**src/rtl/irq_controller_pkg.sv**
```systemverilog
// irq_controller_pkg: shared state type and constants for the interrupt controller
package irq_controller_pkg;
  localparam int NUM_IRQ_LINES = 8;
  localparam int IRQ_VECTOR_STRIDE = 4;
  typedef enum logic [1:0] {IDLE, ASSERT, HOLDOFF} irq_state_t;
endpackage

```
**src/rtl/irq_edge_detect.sv**
```systemverilog
// irq_edge_detect: per-line rising-edge pulse, optional two-flop synchronizer (IRQ_SYNC_EN)
module irq_edge_detect (
  input  logic clock,
  input  logic reset,
  input  logic line,
  output logic rise
);
  logic sampled;
  logic prev;
`ifdef IRQ_SYNC_EN
  logic [1:0] sync;
  // two-flop synchronizer for asynchronous peripheral lines
  always_ff @(posedge clock or negedge reset)
    if (!reset) sync <= '0;
    else sync <= {sync[0], line};
  assign sampled = sync[1];
`else
  assign sampled = line;
`endif
  // previous sample; cleared on reset so a line already high counts as an edge
  always_ff @(posedge clock or negedge reset)
    if (!reset) prev <= 1'b0;
    else prev <= sampled;
  assign rise = sampled & ~prev;
endmodule

```
**src/rtl/irq_controller.sv**
```systemverilog
// irq_controller: edge-latched, maskable, fixed-priority interrupt controller (IRQ_SYNC_EN adds input synchronizers)
module irq_controller
  import irq_controller_pkg::*;
#(
  parameter int          NUM_LINES   = NUM_IRQ_LINES,
  parameter logic [15:0] VECTOR_BASE = 16'h0010
) (
  input  logic                 clock,
  input  logic                 reset,
  input  logic [NUM_LINES-1:0] irq_lines,
  input  logic                 mask_write,
  input  logic [NUM_LINES-1:0] mask_data,
  input  logic                 reset_irq,
  output logic                 irq,
  output logic [15:0]          irq_vector,
  output logic [2:0]           irq_id,
  output logic [NUM_LINES-1:0] pending
);
  logic [NUM_LINES-1:0] rise, mask, req, clr;
  logic [2:0] grant;
  irq_state_t state, state_next;
  for (genvar g = 0; g < NUM_LINES; g++) begin : g_edge
    irq_edge_detect u_edge (
      .clock(clock),
      .reset(reset),
      .line (irq_lines[g]),
      .rise (rise[g])
    );
  end
  assign req = pending & mask;
  // lowest enabled pending line wins; ack clears only the granted line
  always_comb begin
    grant = '0;
    clr = '0;
    for (int i = NUM_LINES - 1; i >= 0; i--) begin
      if (req[i]) grant = 3'(i);
      clr[i] = state == ASSERT && reset_irq && irq_id == 3'(i);
    end
  end
  // next state: holdoff always lasts exactly one cycle
  always_comb begin
    state_next = state;
    state_next = state == IDLE   ? (|req ? ASSERT : IDLE) :
                 state == ASSERT ? (reset_irq ? HOLDOFF : ASSERT) : IDLE;
  end
  // state, pending (set wins over ack), mask and latched grant
  always_ff @(posedge clock or negedge reset)
    if (!reset) begin
      state <= IDLE;
      pending <= '0;
      mask <= '0;
      irq_id <= '0;
    end else begin
      state <= state_next;
      pending <= (pending & ~clr) | rise;
      if (mask_write) mask <= mask_data;
      if (state == IDLE && |req) irq_id <= grant;
    end
  assign irq = state == ASSERT;
  assign irq_vector = VECTOR_BASE + 16'(irq_id) * 16'(IRQ_VECTOR_STRIDE);
endmodule

```
**config.mk**
```make
export PLATFORM = sky130hd
export DESIGN_NAME = irq_controller
export DESIGN_NICKNAME = d
export VERILOG_FILES = /design/src/rtl/irq_controller_pkg.sv /design/src/rtl/irq_edge_detect.sv /design/src/rtl/irq_controller.sv
export SDC_FILE = /design/constraint.sdc
export NUM_CORES = 1
export LEC_CHECK = 0
export ABC_AREA = 1
export BUFFER_PORTS_ARGS = -buffer_cell sky130_fd_sc_hd__buf_2
export CORE_MARGIN = 2
export CORE_UTILIZATION = 43
export CTS_CLUSTER_DIAMETER = 60
export DETAILED_ROUTE_END_ITERATION = 16
export PLACE_DENSITY = 0.79
export SKIP_LAST_GASP = 1
export SLEW_MARGIN = 40
export SYNTH_ARGS = -nofsm -noshare
export SYNTH_HDL_FRONTEND = slang
export SYNTH_SLANG_ARGS = --single-unit
export TNS_END_PERCENT = 10
```
**constraint.sdc**
```tcl
create_clock -name clock -period 1 [get_ports clock]
set_input_delay 0.15 -clock clock [delete_from_list [all_inputs] [get_ports clock]]
set_output_delay 0.15 -clock clock [all_outputs]
set_load 0.02 [all_outputs]
```
-- Yosys cells after proc, flatten, opt, wreduce, memory -nomap -nowiden
Cells that the tools add are included.
W data, S select, Z words.
- add/subtract/negate cells: 1
- $mul: 0
- div/mod/pow operators: 0
- order comparisons: 0
- equality and inequality tests: 8
- shifts and indexed selects: 0
- multiplexer cells: 12
- bitwise operators: 20
- reductions and logical operators: 13
- operator list (kind ; number):
    $mux W3 ; 8
    $and A8 B8 Y8 ; 2
    $eq A3 B3 Y1 const B ; 4
    $logic_and A1 B1 Y1 ; 10
    $and A1 B1 Y1 ; 8
    $not A1 Y1 ; 8
    $not A8 Y8 ; 1
    $or A8 B8 Y8 ; 1
    $reduce_or A8 Y1 ; 1
    $add A5 B5 Y6 const A ; 1
    $eq A3 B2 Y1 const B ; 2
    $mux W2 ; 3
    $eq A3 B1 Y1 const B ; 1
    $logic_not A3 Y1 ; 1
    $eq A2 B1 Y1 const B ; 1
    $logic_not A2 Y1 ; 1
    $mux W1 ; 1
- bits in registers: 29
- latch bits: 0
- RAM bits: 0
- memory bits (read-only): 0
- memories kept: 0

-- Logic depth before layout (Yosys ltp)
Gate-level depths: netlist of the first run.
- depth after elaboration: 9
- gate-level depth with buffers: 10
- gate-level depth less buffers: 10

-- By module
From an unflattened synthesis of the first run, not the netlist that was laid out.
- cell total of the unflattened synthesis: 145
- area, all modules: 1336.3 um^2
- by module, submodules not included (module ; times used ; cells each ; area each (um^2)):
    irq_controller ; 1 ; 121 ; 1056.0
    irq_edge_detect ; 8 ; 3 ; 35.0

-- Least setup slack after synthesis of the first run
Ideal clock, no wire load.
- path kind: register to register
- start: register state[1]
- end: register pending[7]
- arrival time: 1.099 ns
- required time: 0.877 ns
- slack: -0.222 ns
- stages on the path, launching flop included: 7
- buffers on the path: 0
- clock period less this slack: 1.222 ns
- path through: dfrtp_1 -> nor2_2 -> inv_2 -> nor2_4 -> nand2_4 -> o21ai_1 -> o21ai_1
- word-level cells in the longest chain between the ends: 6
- RTL lines (element ; RTL line ; source):
    start: declaration ; irq_controller.sv:21 ; irq_state_t state, state_next;
    start signal: assignment ; irq_controller.sv:54 ; state <= state_next;
    $eq A2 B1 Y1 ; - ;
    via irq ; irq_controller.sv:14 ; output logic irq,
    $logic_and A1 B1 Y1 (2 in a row) ; irq_controller.sv:37 ; clr[i] = state == ASSERT && reset_irq && irq_id == 3'(i);
    $not A8 Y8 ; irq_controller.sv:55 ; pending <= (pending & ~clr) | rise;
    $and A8 B8 Y8 ; irq_controller.sv:55 ;
    $or A8 B8 Y8 ; irq_controller.sv:55 ;
    end signal: assignment ; irq_controller.sv:55 ;
    end: declaration ; irq_controller.sv:17 ; output logic [NUM_LINES-1:0] pending
The timed path passes the listed nets, and every way through them passes these cells.
A chain may end at the register's enable or synchronous reset.

-- Worst setup path in the final report of the first run
- start: register state[0]
- end: output port irq
- word-level cells in the longest chain between the ends: 1
- RTL lines (element ; RTL line ; source):
    $eq A2 B1 Y1 ; irq_controller.sv:59 ; assign irq = state == ASSERT;
    end: declaration ; irq_controller.sv:14 ;
Every way passes these cells.

==> flow_summary.ini, run 1 <==
[place]
portBuffers = 35
dp_slack_ns = -0.1736
dp_hpwl_mm = 2.094
placed_cell_area_um2 = 1584
gp_congestion = 0.8030

[power_and_ir_drop]
p_leak_nw = 0.9191
swShare_pct = 38.64
clkPwrFrac_pct = 17.6
power.density_nw_per_um2 = 2387
p_switching_mw = 1.642
ir_worst_vdd_mv = 1.523
seq_power_share_pct = 36.5
intPower_mw = 2.607
pwr-share-comb_pct = 45.9

[floorplanning]
initial_core_util_pct = 45.85
die_y_um = 58.69
core_um2 = 2805
rows = 19
die_w_um = 58.69
dieArea_um2 = 3445
ios = 48

[sta]
fmax_mhz = 805.7
hold_viol_final = 0
finClkSkew_ns = 0.002681
finalCriticalPeriod_ns = 1.241
period_share_pct = 124.1
finalWorstSetupSlack_ns = -0.2411
drv_slew = 0
setup_viol = 28
fin_tns_setup_ns = -4.571
rsz0062_at_grt = true
holdWs_ns = 0.03885

[synth]
synthTopCellsByArea = dfrtp_1, buf_4, nand2_1
ys_warn_count = 0
synth_xor_area_share_pct = 0
synth-compound-area-share_pct = 7.393
synth_common_cells = dfrtp_1, nand2_1, o21ai_1, buf_4, inv_1
synth.cell_area_um2 = 1286
yosys.area.top_type = dfrtp_1
synth_cell_type_count = 17
ys_seq_area_share_pct = 56.42
synth-simple-area-share_pct = 14.01
synthArstFlopShare_pct = 100.0
synth_top_cell_area_share_pct = 56.42
yosysMostFrequentCell = dfrtp_1
syn_area_per_cell_um2 = 9.971
ys_ff_latch = 29
synthAdderAreaFrac_pct = 0
synth_top_family_by_area = buffers and inverters
synth_edf_count = 0
synth.mux.area_fraction_pct = 7.004
ys.flop_type = dfrtp_1
synthCells = 129

[critical_path]
end_kind = output pin
rr_worst_depth = 6
worst_setup_path_start_kind = flip-flop
worstPathArrival_ns = 1.09
cp.required_ns = 0.85
path_class = flip-flop to output pin
crit_fanout = 2

[clock_tree]
path_clk_slew_ns = 0.08
clk_latency_ns = 0.34
cts_buffer_depth = 2
htree_levels = 2
cts_root_buf = clkbuf_4
cts.sinks = 29
cts_tree = yes
cts_buffers = 5

[grt]
grt_pass1_vias = 1117
gr-total-overflow = 0
antenna_found_initial = 0
grt_start_max_net_pins = 17
grt_pass1_wl_mm = 4.705
grt_use_total_pct = 18.79

[cells_and_area]
drive_gt1_share_pct = 41.62
final_area_um2 = 1780
diodes = 0
fillers = 227
layout.nets = 216
syn_to_final_growth_pct = 38.42

[drt]
ant_nets = 0
wire_per_inst_um = 12.06
vias = 1057
routed_wl_mm = 2.749
drc = 4
firstDrtPassIters = 10
drt_iter0_markers = 13
via_per_inst = 4.636

[job]
drv_cap = 0

[min_path]
holdPathStages = 2
hp-class = primary input to flip-flop

[outcome]
status = finished with violations
violations = design-rule violations, negative setup slack
[flip-flops by register name, indices dropped and copies added (netlist names)]
signal and flops:
g_edge.u_edge.prev 8, irq_id 3, mask 8, pending 8, state 2
[critical path, cell delays in order, from the launching register on]
cell and delay [ns]:
dfrtp_1 0.37, inv_2 0.05, nor2_4 0.12, buf_6 0.11, buf_6 0.10
[per-stage QoR]
stage                     util, %  cells  total power [mW]
after CTS                   63.25    228             4.244
after detailed placement    56.47    208             3.357
final                       63.47    228             4.249
after floorplan                 -    140             2.643
after global routing        63.47    228             4.516
after global placement      56.47    208             3.281
[per-layer routing]
layer	wire length (µm)	global-route usage (%)
met2	1323	30.66
met3	188	6.813
met4	98	9.416
met1	1138	21.88
met5	0	0
[area by class of cell]
cell class	instances	area, µm²	area share, %
Inverter	16	73.82	4.146
Sequential cell	29	730.7	41.04
Timing Repair Buffer	65	457.9	25.72
Tap cell	31	38.79	2.178
Multi-Input combinational cell	79	420.4	23.61
Clock buffer	8	58.81	3.303
[final timing paths]
path	end	slack, ns	from
worst max-delay path	irq	-0.24	state[0]
worst min-delay path	mask[5]	0.04	mask_data[5]
worst max register to register	pending[1]	-0.19	irq_id[1]
worst min register to register	pending[0]	0.41	g_edge[0].u_edge.prev
max in group asynchronous	pending[1]	0.36	reset
min in group asynchronous	mask[3]	0.24	reset
[power groups by stage]
stage	combinational (mW)	clock [mW]	sequential, mW
floorplan	0.877	0	1.77
global placement	1.71	0	1.57
detailed placement	1.77	0	1.58
CTS	1.93	0.760	1.55
global route	2.11	0.819	1.58
finish	1.95	0.747	1.55
[cells by family after synthesis]
group                  after synthesis
and+or+nand+nor                     40
buffers and inverters               32
DFF                                 29
AOI/OAI and AO/OA                   19
muxes                                8
other                                1
[timing repair]
item,in CTS,in global routing
hold buffers,10,0
endpoints found under the hold margin,27,0
setup endpoints to repair,28,28
gates resized for setup,6,2
pin swaps,0,0
setup buffers,2,0
[placed cells by master, fill, tap and decap left out]
cell            n
buf_2          33
nand2_1        26
dfrtp_1        25
o21ai_1        18
buf_4          17
inv_1          13
conb_1         12
dlygate4sd3_1  10
mux2_2          8
clkbuf_4        5
nor2_1          4
buf_6           4
dfrtp_2         4
nand3_1         3
inv_2           2
nor2_4          2
nand2_4         2
nand2_2         2
clkbuf_1        2
bufinv_8        1
nor3_1          1
a21oi_1         1
clkbuf_8        1
buf_12          1
(Power assumes the default switching activity.)
==> run 2: changes to the inputs <==
--- a/config.mk
+++ b/config.mk
@@ -11,7 +11,7 @@
 export CORE_UTILIZATION = 43
 export CTS_CLUSTER_DIAMETER = 60
 export DETAILED_ROUTE_END_ITERATION = 16
-export PLACE_DENSITY = 0.79
+export PLACE_DENSITY = 0.74
 export SKIP_LAST_GASP = 1
 export SLEW_MARGIN = 40
 export SYNTH_ARGS = -nofsm -noshare
==> run 2 against run 1 <==
The run still ends with design-rule violations, negative setup slack left. Wire length fell by 1.2%. Register-to-register slack better by 0.02 ns. Clock-buffer cell count fell by 1. Total power shrank 1.8%. Core utilization is 0.13 points lower. Sequential share of layout area rose by 0.087 points. Critical endpoint is now pending[2].
==> flow_summary.ini, run 2 (synthesis gave the netlist of run 1 again) <==
[outcome]
status = finished with violations
violations = design-rule violations, negative setup slack

[floorplanning]
die_y_um = 58.69
die_w_um = 58.69
ios = 48
initial_core_util_pct = 45.85
rows = 19
dieArea_um2 = 3445
core_um2 = 2805

[power_and_ir_drop]
p_leak_nw = 0.9120
power.density_nw_per_um2 = 2350
ir_worst_vdd_mv = 1.266
finalPower_mw = 4.175

[sta]
setup_viol = 28
hold_viol_final = 0
fmax_mhz = 853.1
finalWorstSetupSlack_ns = -0.1723
period_share_pct = 117.2
drv_slew = 0
finClkSkew_ns = 0.004894
holdWs_ns = 0.06083
finalCriticalPeriod_ns = 1.172
rsz0062_at_grt = true

[clock_tree]
path_clk_slew_ns = 0.08
htree_levels = 2
cts_buffers = 5
cts.sinks = 29
clk_latency_ns = 0.32
cts_buffer_depth = 2
cts_root_buf = clkbuf_4
cts_tree = yes

[grt]
grt_use_total_pct = 18.33
grt_pass1_vias = 1068
gr-total-overflow = 0
grt_start_max_net_pins = 16
grt_pass1_wl_mm = 4.505
antenna_found_initial = 0

[place]
dp_slack_ns = -0.1920
gp_congestion = 0.7896
dp_hpwl_mm = 2.065
portBuffers = 35

[cells_and_area]
syn_to_final_growth_pct = 38.13
reg_top3 = g_edge.u_edge.prev x8, mask x8, pending x8
final_common_cell = buf_2
diodes = 0
final_cell_mix = buf_2, dfrtp_1, nand2_1
drive_gt1_share_pct = 43.81
layout.nets = 214

[critical_path]
worstPathArrival_ns = 1.02
path_class = flip-flop to output pin
end_kind = output pin
crit_fanout = 2
worst_setup_path_start_kind = flip-flop
cp.required_ns = 0.85

[min_path]
hp-class = primary input to flip-flop

[drt]
via_per_inst = 4.653
drt_iter0_markers = 16
firstDrtPassIters = 10
routed_wl_mm = 2.716
wire_per_inst_um = 12.07
vias = 1047
drc = 4
ant_nets = 0

[job]
drv_cap = 0
-- run 2: cell type report --
| class | count | area [µm²] |
|---|---|---|
| well taps | 31 | 38.79 |
| fillers | 240 | 1028 |
| clock buffers | 7 | 55.05 |
| inverters | 16 | 73.82 |
| flip-flops and latches | 29 | 730.7 |
| multi-input cells | 79 | 434.2 |
| repair buffers | 63 | 444.2 |
-- run 2: power breakdown --
group          switching, mW  internal [mW]  total, mW  leakage [nW]
clock network          0.364          0.331      0.696        0.0314
logic                   1.07          0.850       1.92         0.559
registers              0.156           1.40       1.56         0.321
-- run 2: final timing paths --
| kind | depth (start not counted) | slack (ns) | end | start |
|---|---|---|---|---|
| setup / recovery | 2 | -0.17 | pending[2] | pending[2] |
| hold / removal | 2 | 0.06 | mask[7] | mask_data[7] |
| setup reg to reg | 8 | -0.17 | irq_id[0] | pending[7] |
| hold reg to reg | 1 | 0.41 | pending[2] | g_edge[2].u_edge.prev |
| max in group asynchronous | 3 | 0.34 | pending[2] | reset |
| min in group asynchronous | 2 | 0.26 | state[0] | reset |
-- run 2: worst max-delay path: stages, from the launching register on --
cell     delay [ns]
dfrtp_2        0.42
buf_4          0.14
buf_2          0.15
-- run 2: per-stage QoR --
step                      TNS [ns]  instance area, µm²  std cells  util (%)
after floorplan             -1.461                1340        140         -
after global placement     -0.8549                1569        206     55.93
after detailed placement    -1.533                1569        206     55.93
after CTS                   -4.148                1765        225     62.93
after global routing        -5.559                1777        225     63.34
final                       -3.762                1777        225     63.34
-- run 2: routing by layer --
metal  part of all wire, %  GRT usage [%]  up-vias
li1                      -              -      510
met1                    39          20.00      490
met2                    53          32.10       42
met3                   6.6          7.253        5
met4                   1.3          6.818        0
met5                     0              0        -
-- run 2: timing repair --
item	in CTS	in global routing
hold endpoints to repair	23	0
setup endpoints to repair	28	28
hold buffers	10	0
setup buffers	2	0
cloned	0	0
pin swaps	1	1
gates resized for setup	10	4
